## config.mk

```make
export PLATFORM = sky130hd
export DESIGN_NAME = ddr_burst_arbiter
export DESIGN_NICKNAME = d
export VERILOG_FILES = /design/src/rtl/ddr_arb_pkg.sv /design/src/rtl/ddr_arb_picker.sv /design/src/rtl/ddr_burst_arbiter.sv
export SDC_FILE = /design/constraint.sdc
export NUM_CORES = 1
export LEC_CHECK = 0
export CAP_MARGIN = 20
export CORE_AREA = 2 2 455 457
export CTS_BUF_LIST = sky130_fd_sc_hd__clkbuf_2 sky130_fd_sc_hd__clkbuf_4 sky130_fd_sc_hd__clkbuf_8
export CTS_CLUSTER_DIAMETER = 40
export DETAILED_ROUTE_END_ITERATION = 6
export DIE_AREA = 0 0 457 459
export SYNTH_ARGS = -nofsm -noshare
export SYNTH_HDL_FRONTEND = slang
export SYNTH_SLANG_ARGS = --single-unit
```

## constraint.sdc

```tcl
create_clock -name clk -period 5.2 [get_ports clk]
set_input_delay 1.04 -clock clk [delete_from_list [all_inputs] [get_ports clk]]
set_output_delay 1.04 -clock clk [all_outputs]
set_load 0.01 [all_outputs]
```

## src/rtl/ddr_arb_pkg.sv

```systemverilog
// ddr_arb_pkg: shared FSM encoding, arbitration mode codes and packed-bus helpers
// for the DDR burst arbiter.
package ddr_arb_pkg;

  typedef enum logic [1:0] {
    IDLE = 2'd0,
    RD   = 2'd1,
    WR   = 2'd2,
    DONE = 2'd3
  } arb_state_e;

  localparam int PRIO_RR    = 0;
  localparam int PRIO_FIXED = 1;

  // LSB position of channel idx inside a packed per-channel bus of the given field width
  function automatic int unsigned ch_lsb(input int unsigned idx, input int unsigned width);
    return idx * width;
  endfunction

  // Channel following idx in round-robin order, wrapping to 0 after the last channel
  function automatic int unsigned rr_next(input int unsigned idx, input int unsigned num_ch);
    int unsigned nxt;
    if (idx + 32'd1 >= num_ch) begin
      nxt = 32'd0;
    end else begin
      nxt = idx + 32'd1;
    end
    return nxt;
  endfunction

endpackage

```

## src/rtl/ddr_arb_picker.sv

```systemverilog
// ddr_arb_picker: combinational winner select. Round-robin scans upward from the
// pointer with wrap; fixed priority scans upward from channel 0.
module ddr_arb_picker
  import ddr_arb_pkg::*;
#(
  parameter  int NUM_CH  = 4,
  localparam int CH_ID_W = $clog2(NUM_CH)
) (
  input  logic [NUM_CH-1:0]  req_i,
  input  logic [CH_ID_W-1:0] ptr_i,
  input  logic               fixed_i,
  output logic [NUM_CH-1:0]  grant_o,
  output logic [CH_ID_W-1:0] idx_o,
  output logic               any_o
);

  // Channel index examined at each scan position
  logic [CH_ID_W-1:0] cand_s [NUM_CH];

  for (genvar k = 0; k < NUM_CH; k++) begin : g_cand
    assign cand_s[k] = fixed_i ? CH_ID_W'(k)
                               : CH_ID_W'((int'(ptr_i) + k) % NUM_CH);
  end

  // First requesting candidate in scan order wins
  always_comb begin
    grant_o = {NUM_CH{1'b0}};
    idx_o   = {CH_ID_W{1'b0}};
    any_o   = 1'b0;
    for (int k = 0; k < NUM_CH; k++) begin
      if (!any_o && req_i[cand_s[k]]) begin
        grant_o[cand_s[k]] = 1'b1;
        idx_o              = cand_s[k];
        any_o              = 1'b1;
      end else begin
        any_o = any_o;
      end
    end
  end

endmodule

```

## src/rtl/ddr_burst_arbiter.sv

```systemverilog
// ddr_burst_arbiter: N-channel arbiter in front of the single DDR burst port.
// Latches the winner's request at grant, steers beats to/from the owner and
// checks each burst with a stall watchdog and a beat-count comparison.
module ddr_burst_arbiter
  import ddr_arb_pkg::*;
#(
  parameter  int NUM_CH         = 4,
  parameter  int DDR_ADDR_WIDTH = 28,
  parameter  int DDR_DATA_WIDTH = 128,
  parameter  int LEN_WIDTH      = 10,
  parameter  int PRIO_MODE      = 0,
  parameter  int TIMEOUT_CYC    = 4096,
  localparam int CH_ID_W        = $clog2(NUM_CH)
) (
  input  logic                               clk,
  input  logic                               rst,
  input  logic                               init_calib_complete,
  input  logic [NUM_CH-1:0]                  ch_req,
  input  logic [NUM_CH-1:0]                  ch_wr,
  input  logic [NUM_CH*DDR_ADDR_WIDTH-1:0]   ch_addr,
  input  logic [NUM_CH*LEN_WIDTH-1:0]        ch_len,
  input  logic [NUM_CH*DDR_DATA_WIDTH-1:0]   ch_wr_data,
  output logic [NUM_CH-1:0]                  ch_grant,
  output logic [NUM_CH-1:0]                  ch_done,
  output logic [NUM_CH-1:0]                  ch_err,
  output logic [NUM_CH-1:0]                  ch_wr_data_req,
  output logic [NUM_CH-1:0]                  ch_rd_valid,
  output logic [DDR_DATA_WIDTH-1:0]          ch_rd_data,
  output logic                               busy,
  output logic [CH_ID_W-1:0]                 active_ch,
  output logic                               rd_burst_req,
  output logic                               wr_burst_req,
  output logic [LEN_WIDTH-1:0]               rd_burst_len,
  output logic [LEN_WIDTH-1:0]               wr_burst_len,
  output logic [DDR_ADDR_WIDTH-1:0]          rd_burst_addr,
  output logic [DDR_ADDR_WIDTH-1:0]          wr_burst_addr,
  output logic [DDR_DATA_WIDTH-1:0]          wr_burst_data,
  input  logic                               wr_burst_data_req,
  input  logic                               rd_burst_data_valid,
  input  logic [DDR_DATA_WIDTH-1:0]          rd_burst_data,
  input  logic                               rd_burst_finish,
  input  logic                               wr_burst_finish
);

  localparam int TO_W = $clog2(TIMEOUT_CYC + 1);
  localparam logic [LEN_WIDTH:0] CNT_MAX = {(LEN_WIDTH+1){1'b1}};
  localparam logic [TO_W-1:0]    TO_LAST = TO_W'(TIMEOUT_CYC - 1);

  arb_state_e                state_q, state_d;
  logic [CH_ID_W-1:0]        rr_ptr_q, rr_ptr_d;
  logic [CH_ID_W-1:0]        active_q, active_d;
  logic [DDR_ADDR_WIDTH-1:0] addr_q, addr_d;
  logic [LEN_WIDTH-1:0]      len_q, len_d;
  logic [NUM_CH-1:0]         grant_q, grant_d;
  logic [NUM_CH-1:0]         done_q, done_d;
  logic [NUM_CH-1:0]         err_q, err_d;
  logic                      rd_req_q, rd_req_d;
  logic                      wr_req_q, wr_req_d;
  logic                      busy_q, busy_d;
  logic [LEN_WIDTH:0]        beat_cnt_q, beat_cnt_d;
  logic [TO_W-1:0]           idle_cnt_q, idle_cnt_d;

  // Per-channel views of the packed request buses
  logic [DDR_ADDR_WIDTH-1:0] addr_arr_s  [NUM_CH];
  logic [LEN_WIDTH-1:0]      len_arr_s   [NUM_CH];
  logic [DDR_DATA_WIDTH-1:0] wdata_arr_s [NUM_CH];

  for (genvar i = 0; i < NUM_CH; i++) begin : g_unpack
    assign addr_arr_s[i]  = ch_addr[ch_lsb(i, DDR_ADDR_WIDTH) +: DDR_ADDR_WIDTH];
    assign len_arr_s[i]   = ch_len[ch_lsb(i, LEN_WIDTH) +: LEN_WIDTH];
    assign wdata_arr_s[i] = ch_wr_data[ch_lsb(i, DDR_DATA_WIDTH) +: DDR_DATA_WIDTH];
  end

  logic [NUM_CH-1:0]  pick_grant_s;
  logic [CH_ID_W-1:0] pick_idx_s;
  logic               pick_any_s;
  logic [LEN_WIDTH-1:0] pick_len_s;

  ddr_arb_picker #(
    .NUM_CH (NUM_CH)
  ) u_picker (
    .req_i   (ch_req),
    .ptr_i   (rr_ptr_q),
    .fixed_i (PRIO_MODE == PRIO_FIXED),
    .grant_o (pick_grant_s),
    .idx_o   (pick_idx_s),
    .any_o   (pick_any_s)
  );

  logic               in_burst_s;
  logic               beat_s;
  logic               finish_s;
  logic               timeout_s;
  logic               start_s;
  logic               len_ok_s;
  logic [LEN_WIDTH:0] beat_total_s;

  assign pick_len_s   = len_arr_s[pick_idx_s];
  assign in_burst_s   = (state_q == RD) || (state_q == WR);
  assign beat_s       = ((state_q == RD) && rd_burst_data_valid) ||
                        ((state_q == WR) && wr_burst_data_req);
  assign finish_s     = ((state_q == RD) && rd_burst_finish) ||
                        ((state_q == WR) && wr_burst_finish);
  // Watchdog fires only on a cycle with neither a beat nor a finish
  assign timeout_s    = in_burst_s && !beat_s && !finish_s && (idle_cnt_q == TO_LAST);
  assign start_s      = (state_q == IDLE) && init_calib_complete && pick_any_s;
  // A beat arriving together with the finish is counted before the length check
  assign beat_total_s = (beat_s && (beat_cnt_q != CNT_MAX)) ? beat_cnt_q + 1'b1 : beat_cnt_q;
  assign len_ok_s     = (beat_total_s == {1'b0, len_q});

  // FSM state register
  always_ff @(posedge clk) begin
    if (!rst) begin
      state_q <= IDLE;
    end else begin
      state_q <= state_d;
    end
  end

  // FSM next-state logic
  always_comb begin
    state_d = state_q;
    case (state_q)
      IDLE: begin
        if (!start_s) begin
          state_d = IDLE;
        end else if (pick_len_s == {LEN_WIDTH{1'b0}}) begin
          state_d = DONE;
        end else if (ch_wr[pick_idx_s]) begin
          state_d = WR;
        end else begin
          state_d = RD;
        end
      end
      RD, WR: begin
        if (finish_s || timeout_s) begin
          state_d = DONE;
        end else begin
          state_d = state_q;
        end
      end
      DONE:    state_d = IDLE;
      default: state_d = IDLE;
    endcase
  end

  // FSM output and datapath next values
  always_comb begin
    rr_ptr_d   = rr_ptr_q;
    active_d   = active_q;
    addr_d     = addr_q;
    len_d      = len_q;
    grant_d    = grant_q;
    done_d     = {NUM_CH{1'b0}};
    err_d      = {NUM_CH{1'b0}};
    rd_req_d   = rd_req_q;
    wr_req_d   = wr_req_q;
    beat_cnt_d = beat_cnt_q;
    idle_cnt_d = idle_cnt_q;
    busy_d     = (state_d != IDLE);
    case (state_q)
      IDLE: begin
        if (start_s) begin
          active_d   = pick_idx_s;
          addr_d     = addr_arr_s[pick_idx_s];
          len_d      = pick_len_s;
          beat_cnt_d = {(LEN_WIDTH+1){1'b0}};
          idle_cnt_d = {TO_W{1'b0}};
          if (state_d == DONE) begin
            // Zero-length request: no DDR traffic, report completion directly
            done_d = pick_grant_s;
          end else begin
            grant_d  = pick_grant_s;
            rd_req_d = (state_d == RD);
            wr_req_d = (state_d == WR);
          end
        end else begin
          grant_d = {NUM_CH{1'b0}};
        end
      end
      RD, WR: begin
        beat_cnt_d = beat_total_s;
        idle_cnt_d = beat_s ? {TO_W{1'b0}} : idle_cnt_q + 1'b1;
        if (finish_s || timeout_s) begin
          rd_req_d = 1'b0;
          wr_req_d = 1'b0;
          grant_d  = {NUM_CH{1'b0}};
          if (finish_s && len_ok_s) begin
            done_d = grant_q;
          end else begin
            err_d = grant_q;
          end
        end else begin
          grant_d = grant_q;
        end
      end
      DONE: begin
        grant_d  = {NUM_CH{1'b0}};
        rr_ptr_d = CH_ID_W'(rr_next(32'(active_q), NUM_CH));
      end
      default: begin
        grant_d  = {NUM_CH{1'b0}};
        rd_req_d = 1'b0;
        wr_req_d = 1'b0;
      end
    endcase
  end

  // Datapath and registered output state
  always_ff @(posedge clk) begin
    if (!rst) begin
      rr_ptr_q   <= {CH_ID_W{1'b0}};
      active_q   <= {CH_ID_W{1'b0}};
      addr_q     <= {DDR_ADDR_WIDTH{1'b0}};
      len_q      <= {LEN_WIDTH{1'b0}};
      grant_q    <= {NUM_CH{1'b0}};
      done_q     <= {NUM_CH{1'b0}};
      err_q      <= {NUM_CH{1'b0}};
      rd_req_q   <= 1'b0;
      wr_req_q   <= 1'b0;
      busy_q     <= 1'b0;
      beat_cnt_q <= {(LEN_WIDTH+1){1'b0}};
      idle_cnt_q <= {TO_W{1'b0}};
    end else begin
      rr_ptr_q   <= rr_ptr_d;
      active_q   <= active_d;
      addr_q     <= addr_d;
      len_q      <= len_d;
      grant_q    <= grant_d;
      done_q     <= done_d;
      err_q      <= err_d;
      rd_req_q   <= rd_req_d;
      wr_req_q   <= wr_req_d;
      busy_q     <= busy_d;
      beat_cnt_q <= beat_cnt_d;
      idle_cnt_q <= idle_cnt_d;
    end
  end

  assign ch_grant      = grant_q;
  assign ch_done       = done_q;
  assign ch_err        = err_q;
  assign busy          = busy_q;
  assign active_ch     = active_q;
  assign rd_burst_req  = rd_req_q;
  assign wr_burst_req  = wr_req_q;
  assign rd_burst_len  = len_q;
  assign wr_burst_len  = len_q;
  assign rd_burst_addr = addr_q;
  assign wr_burst_addr = addr_q;

  // Beat strobes reach only the owner and only while its burst is live
  assign ch_rd_valid    = ((state_q == RD) && rd_burst_data_valid) ? grant_q : {NUM_CH{1'b0}};
  assign ch_wr_data_req = ((state_q == WR) && wr_burst_data_req)   ? grant_q : {NUM_CH{1'b0}};
  assign wr_burst_data  = (state_q == WR) ? wdata_arr_s[active_q] : {DDR_DATA_WIDTH{1'b0}};
  assign ch_rd_data     = rd_burst_data;

endmodule

```

==> flow_metrics.env, run 1 <==
export IMPL_htreeDepth=3
export IMPL_grt_usage_pct=13.37
export IMPL_drv_slew=0
export IMPL_nets=2743
export IMPL_dp_hpwl_um=132700
export IMPL_drive_gt1_share_pct=11.37
export IMPL_routed_top_layer="met5"
export IMPL_worstHoldStart="wr_burst_req"
export IMPL_critPathCaptureType="register"
export IMPL_vias=14350
export IMPL_clk_latency_ns=0.50
export IMPL_synth_top_cell_area_share_pct=26.57
export IMPL_crit_start="rr_ptr_q[1]"
export IMPL_drc=0
export IMPL_tns_ns=0
export IMPL_crit_slowest_cell="mux4_2"
export IMPL_setup_violations=0
export IMPL_skew_ns=0.03012
export IMPL_grt_pass1_wl_um=174000
export IMPL_vias_per_cell=3.055
export IMPL_fp_dieW_um=457
export IMPL_synth_seq_cells=83
export IMPL_cts_tree="yes"
export IMPL_status="completed"
export IMPL_worstMarginPinSlew_ns=1.006
export IMPL_drt_iter0_drc=1521
export IMPL_finalCritPeriodShare_pct=89.26
export IMPL_finalHoldViolCount=0
export IMPL_dr_wl_met2_um=65970
export IMPL_worstPathRequired_ns=5.64
export IMPL_synth_xor_area_share_pct=1.908
export IMPL_rsz0062_at_grt="false"
export IMPL_synth_nets=2056
export IMPL_cts_buffers=9
export IMPL_critPathMaxFanout=28
export IMPL_cts_setup_buffers=0
export IMPL_ant_nets=0
export IMPL_synthSimpleGateAreaFrac_pct=20.76
export IMPL_power_leakage_nw=6.890
export IMPL_synth_common_cells="169 x buf_4, 136 x and2_1, 130 x mux4_2"
export IMPL_worstHoldPathType="reg -> reg"
export IMPL_synth_flop_cell="dfxtp_1"
export IMPL_antenna_found_initial=137
export IMPL_fin_crit_ns=4.642
export IMPL_cts_hold_buffers=0
export IMPL_synth_area_leaders="mux4_2 27%, dfxtp_1 15%, buf_4 12%"
export IMPL_rr_startpoint="rr_ptr_q[1]"
export IMPL_initial_core_util_pct=5.359
export IMPL_synth_edf_count=0
export IMPL_routed_wl_um=147000
export IMPL_first_pass_iters=6
export IMPL_synth_avg_cell_area_um2=8.929
export IMPL_pre_cts_ws_ns=0.4588
export IMPL_crit_type="reg -> reg"
export IMPL_crit_path_cell_trace="inv_1 > ha_1 > mux4_2 > nor2b_2 > o21ai_0 > nand2_2 > buf_12 > nand2_1 > a311oi_1 > buf_4 > a21oi_1 > nor2_1"
export IMPL_cts_clk_slew_worst_paths_ns=0.13
export IMPL_grt_pass1_vias=13660
export IMPL_rows=167
export IMPL_wl_met1_um=45340
export IMPL_fmax_mhz=215.4
export IMPL_synth_cell_types=69
export IMPL_yosysTopAreaCell="mux4_2"
export IMPL_register_area_mm2=0.001669
export IMPL_cp_data_arrival_time_ns=5.08
export IMPL_die_area_mm2=0.2098
export IMPL_io_buffers=907
export IMPL_yosys_area_share_adder_pct=1.703
export IMPL_syn_to_final_growth_pct=105.2
export IMPL_multi_input_area_mm2=0.007636
export IMPL_clock_sinks=83
export IMPL_max_slew_margin_pct=32.06
export IMPL_ys_async_sr_fraction_pct=0
export IMPL_grt_start_max_net_pins=78
export IMPL_clockBufferDepth=2
export IMPL_yosys_warnings=0
export IMPL_muxShareOfSynthArea_pct=29.56
export IMPL_wl_per_cell_um=31.29
export IMPL_grt_overflow_total=0
export IMPL_peakVddDrop_v=0.0001524
export IMPL_synth_most_common_cell="buf_4"
export IMPL_ios=1164
export IMPL_crit_path_max_incr_delay_ns=0.69
export IMPL_synth_compound_area_share_pct=15.08
export IMPL_gp_congestion=1.026
export IMPL_synthCells=1234
export IMPL_met3_wirelength_um=24780
export IMPL_fillerInstances=23740
export IMPL_worst_slack_ns=0.5584
export IMPL_start_kind="register"
export IMPL_core_mm2=0.2056
export IMPL_p_per_area_mw_per_mm2=140.6
export IMPL_max_cap_violations=0
export IMPL_ys_seq_area_share_pct=15.08
export IMPL_die_y_um=459
export IMPL_cts_root_buffer="clkbuf_8"
export IMPL_syn_area_mm2=0.01102
export IMPL_synth_top_family_by_area="multiplexers"
export IMPL_post_cts_resized=0
-- sequential cells by signal, summed over array words and instances, names as in the netlist --
name,flops
rd_burst_addr,28
idle_cnt_q,13
beat_cnt_q,11
rd_burst_len,10
ch_done,4
ch_err,4
ch_grant,4
active_ch,2
rr_ptr_q,2
state_q,2
busy,1
rd_burst_req,1
wr_burst_req,1
-- per-layer routing --
metal	vias up	GRT usage, %
met1	6788	12.19
met2	1269	21.29
met3	380	10.02
li1	5848	-
met5	-	0.5741
met4	66	7.789
-- worst paths after layout --
check	end	slack (ns)	cells after the start
worst max-delay path	rd_burst_addr[20]	0.56	12
worst min-delay path	wr_burst_req	0.48	2
worst max register to register	rd_burst_addr[20]	0.56	12
worst min register to register	wr_burst_req	0.48	2
-- report_power, final --
group	switching, mW	internal [mW]
combinational	0.832	1.00
clock	0.388	0.191
sequential	0.0940	0.672
-- layout by cell type, fill, tap and decap left out, types with 4 or more instances in the layout --
master	synthesis	routed
a211oi_1	31	31
a21oi_1	51	51
a221oi_1	5	5
a22oi_1	9	9
a2bb2oi_1	5	5
a311oi_1	33	33
and2_1	136	136
and3_1	16	16
buf_12	0	9
buf_4	169	31
clkbuf_8	0	9
clkdlybuf4s50_1	0	906
dfxtp_1	83	81
diode_2	0	67
ha_1	15	14
inv_1	17	16
mux2_2	7	7
mux2i_1	25	24
mux4_2	130	130
nand2_1	102	101
nand3_1	20	20
nand4_1	9	9
nor2_1	82	82
nor2b_1	29	29
nor3_1	20	20
nor4_1	7	7
o211ai_1	10	10
o21a_1	5	5
o21ai_0	23	23
o221ai_1	4	4
o22ai_1	5	4
o41ai_2	4	4
or3_1	10	10
xnor2_1	11	11
xor2_1	13	13
-- per-stage QoR --
stage                     util, %  cell area (um^2)  power, mW  cells  hold WS, ns
after detailed placement    10.82             22240      2.637   4614       0.4626
final                       11.00             22610      3.180   4697       0.4798
after CTS                   10.91             22440      3.281   4630       0.4791
after global routing        10.96             22530      3.363   4667       0.4981
after floorplan                 -             11020      1.516   1234       0.4443
after global placement      10.82             22240      2.629   4614       0.4548
-- cells by family (layout without fill, tap and decap cells) --
logic type,Yosys count,in the layout
AO/OA/AOI/OAI,219,219
adder cells (fa/ha/maj),15,15
flip-flops,83,83
other,0,67
multiplexers,162,162
buffers and inverters,289,981
AND/OR/NAND/NOR,442,442
XOR/XNOR,24,24
-- critical path: cells and delay by family, from the launching register on --
family | cells | cell delay, ns
buf+inv | 3 | 0.66
fa+ha+maj | 1 | 0.51
compound gates | 3 | 1.02
simple gates | 4 | 1.00
flops | 1 | 0.58
mux | 1 | 0.69
-- final cells by class --
class / instances / area share [%]
antenna: 67 / 0.7416
clock buffer: 9 / 0.5479
clock inverter: 7 / 0.3376
inverter: 19 / 0.3154
multi-input combinational: 862 / 33.77
sequential: 83 / 7.382
tap: 2704 / 14.96
timing repair buffer: 946 / 41.94
Note: power is estimated with default switching activity, not from simulation.
==> inputs of run 2 (changes only) <==
--- a/config.mk
+++ b/config.mk
@@ -5,12 +5,13 @@
 export SDC_FILE = /design/constraint.sdc
 export NUM_CORES = 1
 export LEC_CHECK = 0
+export ABC_AREA = 1
 export CAP_MARGIN = 20
-export CORE_AREA = 2 2 455 457
+export CORE_AREA = 2 2 453 455
 export CTS_BUF_LIST = sky130_fd_sc_hd__clkbuf_2 sky130_fd_sc_hd__clkbuf_4 sky130_fd_sc_hd__clkbuf_8
 export CTS_CLUSTER_DIAMETER = 40
 export DETAILED_ROUTE_END_ITERATION = 6
-export DIE_AREA = 0 0 457 459
+export DIE_AREA = 0 0 455 457
 export SYNTH_ARGS = -nofsm -noshare
 export SYNTH_HDL_FRONTEND = slang
 export SYNTH_SLANG_ARGS = --single-unit
==> constraint.sdc (replaced) <==
create_clock -name clk -period 5.85 [get_ports clk]
set_input_delay 1.17 -clock clk [delete_from_list [all_inputs] [get_ports clk]]
set_output_delay 1.17 -clock clk [all_outputs]
set_load 0.01 [all_outputs]
==> run 2 against run 1 <==
Power up 10%; non-clock buffer count is 4 lower; clock skew is 0.020 ns lower; sequential power down 5.6%; synthesized area is 0.61% lower; largest cell class unchanged.
==> flow_metrics.env, run 2 <==
export IMPL_p_switching_mw=1.788
export IMPL_clockBufferDepth=2
export IMPL_vias=17160
export IMPL_grt_overflow_total=0
export IMPL_worstHoldPathType="reg -> reg"
export IMPL_worstPathRequired_ns=4.68
export IMPL_clk_latency_ns=0.43
export IMPL_grt_pass1_wl_um=202700
export IMPL_synth_edf_count=0
export IMPL_crit_type="reg -> out"
export IMPL_synth_area_leaders="nor2_1 21%, dfxtp_1 15%, o21ai_0 14%"
export IMPL_worstHoldStart="idle_cnt_q[12]"
export IMPL_finalHoldViolCount=0
export IMPL_synth_common_cells="620 x nor2_1, 313 x o21ai_0, 167 x buf_4"
export IMPL_synth_top_cell_area_share_pct=21.25
export IMPL_synth_avg_cell_area_um2=5.517
export IMPL_reg2reg_to="ch_done[3]"
export IMPL_ys_async_sr_fraction_pct=0
export IMPL_drv_slew=0
export IMPL_dp_hpwl_um=154100
export IMPL_crit_top_cell="nor2_1"
export IMPL_cts_clk_slew_worst_paths_ns=0.11
export IMPL_synth_cell_types=46
export IMPL_crit_path_cell_trace="buf_4 > nor2_1 > nor2_1 > o21ai_0 > a21oi_1 > clkdlybuf4s50_1"
export IMPL_clock_sinks=83
export IMPL_r2r_slack_ns=1.56
export IMPL_setup_violations=0
export IMPL_antenna_found_initial=71
export IMPL_wl_per_cell_um=32.09
export IMPL_rsz0062_at_grt="false"
export IMPL_ys_seq_area_share_pct=15.17
export IMPL_nets=3450
export IMPL_yosys_warnings=0
export IMPL_fmax_mhz=191.9
export IMPL_synth_nets=2807
export IMPL_max_slew_margin_pct=21.08
export IMPL_grt_start_max_net_pins=106
export IMPL_drc=0
export IMPL_gp_congestion=0.9866
export IMPL_crit_slowest_cell="dfxtp_4"
export IMPL_layout_commonest_cell="clkdlybuf4s50_1"
export IMPL_htreeDepth=3
export IMPL_r2r_cells=20
export IMPL_max_cap_violations=0
export IMPL_p_per_area_mw_per_mm2=158.1
export IMPL_die_area_mm2=0.2079
export IMPL_tns_ns=0
export IMPL_yosysTopAreaCell="nor2_1"
export IMPL_p_int_mw=1.711
export IMPL_cts_root_buffer="clkbuf_8"
export IMPL_initial_core_util_pct=5.385
export IMPL_worst_hold_slack_ns=0.4870
export IMPL_pwr_share_seq_pct=20.7
export IMPL_rows=166
export IMPL_clkPwrFrac_pct=13.6
export IMPL_cts_hold_buffers=0
export IMPL_grt_pass1_vias=16020
export IMPL_critPathCaptureType="output pin"
export IMPL_fin_crit_ns=5.212
export IMPL_synth_xor_area_share_pct=0.9598
export IMPL_worstMarginPinSlew_ns=1.171
export IMPL_fp_dieW_um=455
export IMPL_cp_data_arrival_time_ns=4.04
export IMPL_start_kind="register"
export IMPL_die_y_um=457
export IMPL_crit_path_max_incr_delay_ns=0.79
export IMPL_peakVddDrop_v=0.00009695
export IMPL_grt_usage_pct=15.53
export IMPL_muxShareOfSynthArea_pct=0
export IMPL_synth_most_common_cell="nor2_1"
export IMPL_drive_gt1_share_pct=3.722
export IMPL_first_pass_iters=5
export IMPL_yosys_area_share_adder_pct=1.714
export IMPL_largest_register_ff_count=28
export IMPL_routed_wl_um=171200
export IMPL_cts_buffers=9
export IMPL_cts_tree="yes"
export IMPL_final_cell_mix="904 x clkdlybuf4s50_1, 620 x nor2_1, 309 x o21ai_0"
export IMPL_p_comb_share_pct=65.7
export IMPL_critPathMaxFanout=50
export IMPL_power_leakage_nw=7.601
export IMPL_status="completed"
export IMPL_cp_endpoint="wr_burst_data[42]"
export IMPL_synth_top_family_by_area="simple AND/OR/NAND/NOR gates"
export IMPL_ios=1164
export IMPL_crit_start="active_ch[0]"
export IMPL_drt_iter0_drc=1551
export IMPL_switching_share_pct=51.09
export IMPL_rr_startpoint="rr_ptr_q[0]"
export IMPL_syn_area_mm2=0.01095
export IMPL_synth_seq_cells=83
export IMPL_synthCells=1985
export IMPL_synth_flop_cell="dfxtp_1"
export IMPL_skew_ns=0.01024
export IMPL_vias_per_cell=3.216
export IMPL_io_buffers=907
export IMPL_syn_to_final_growth_pct=102.1
export IMPL_ant_nets=0
export IMPL_post_cts_resized=0
export IMPL_synthSimpleGateAreaFrac_pct=32.82
export IMPL_core_mm2=0.2033
export IMPL_cts_setup_buffers=0
export IMPL_synth_compound_area_share_pct=28.56
export IMPL_finalCritPeriodShare_pct=89.10
-- run 2: cell types whose count changed after synthesis, sizes merged, moves of 93 or more --
| cell | previous run | this run |
|---|---|---|
| o21ai | 27 | 329 |
| and2 | 137 | 0 |
| a21oi | 53 | 162 |
| nor2 | 82 | 624 |
| mux4 | 130 | 0 |
| inv | 19 | 112 |
-- run 2: kinds of logic (layout without fill, tap and decap cells) --
kind of cell,Yosys count,in the layout
buffers and inverters,422,1070
adder cells (fa/ha/maj),15,15
AND/OR/NAND/NOR,880,880
flip-flops,83,83
AO/OA/AOI/OAI,573,573
XOR/XNOR,12,12
other,0,14
-- run 2: how the worst min path moves through the flow --
stage	endpoint	slack, ns	cells after the start
final	idle_cnt_q[12]	0.49	2
after floorplan	idle_cnt_q[11]	0.44	1
after global routing	idle_cnt_q[12]	0.51	2
after detailed placement	idle_cnt_q[11]	0.47	1
after CTS	idle_cnt_q[12]	0.49	2
after global placement	idle_cnt_q[11]	0.46	1
-- run 2: area by class of cell --
class                           instances  area (um^2)
Fill cell                           23790       181200
Timing Repair Buffer                  942         9394
Multi-Input combinational cell       1480         7014
Tap cell                             2688         3363
Sequential cell                        83         1669
Inverter                              112        450.4
Clock buffer                            9        123.9
Clock inverter                          7        78.83
Antenna cell                           14        35.03
-- run 2: per-stage QoR --
| stage | util (%) | cell area, um^2 | std cells | setup WS, ns | power, mW |
|---|---|---|---|---|---|
| finish | 10.88 | 22130 | 5335 | 0.6376 | 3.499 |
| global route | 10.87 | 22100 | 5323 | 0.5717 | 3.700 |
| CTS | 10.86 | 22090 | 5320 | 0.5195 | 3.558 |
| detailed placement | 10.76 | 21880 | 5304 | 0.9530 | 3.057 |
| global placement | 10.75 | 21870 | 5302 | 0.9004 | 3.058 |
| floorplan | - | 10950 | 1985 | 2.707 | 1.630 |
-- run 2: worst max-delay path: cells and delay by family, from the launching register on --
kind                   cells  cell delay [ns]
buffers and inverters      2             1.32
flip-flops                 1             0.79
AO/OA/AOI/OAI              2             0.78
AND/OR/NAND/NOR            2             0.65
-- run 2: power by group through the flow --
| stage | logic (mW) | clock network (mW) | registers [mW] |
|---|---|---|---|
| after floorplan | 0.943 | 0 | 0.687 |
| after global placement | 2.32 | 0 | 0.738 |
| after detailed placement | 2.32 | 0 | 0.740 |
| after CTS | 2.33 | 0.499 | 0.728 |
| after global routing | 2.45 | 0.515 | 0.732 |
| final | 2.30 | 0.477 | 0.723 |
-- run 2: layer usage --
layer	up-vias	part of all wire (%)	GRT usage, %
met5	-	0.13	0.2099
met4	26	2.6	3.250
met3	178	15	8.979
met2	1195	45	25.15
met1	8096	38	17.51
li1	7661	-	-
==> inputs of run 3 (changes only) <==
--- a/config.mk
+++ b/config.mk
@@ -12,6 +12,8 @@
 export CTS_CLUSTER_DIAMETER = 40
 export DETAILED_ROUTE_END_ITERATION = 6
 export DIE_AREA = 0 0 455 457
+export GPL_TIMING_DRIVEN = 1
+export SKIP_CTS_REPAIR_TIMING = 1
 export SYNTH_ARGS = -nofsm -noshare
 export SYNTH_HDL_FRONTEND = slang
 export SYNTH_SLANG_ARGS = --single-unit
==> results of run 3 <==
Final layout, timing and power as in run 2 (identical DEF).
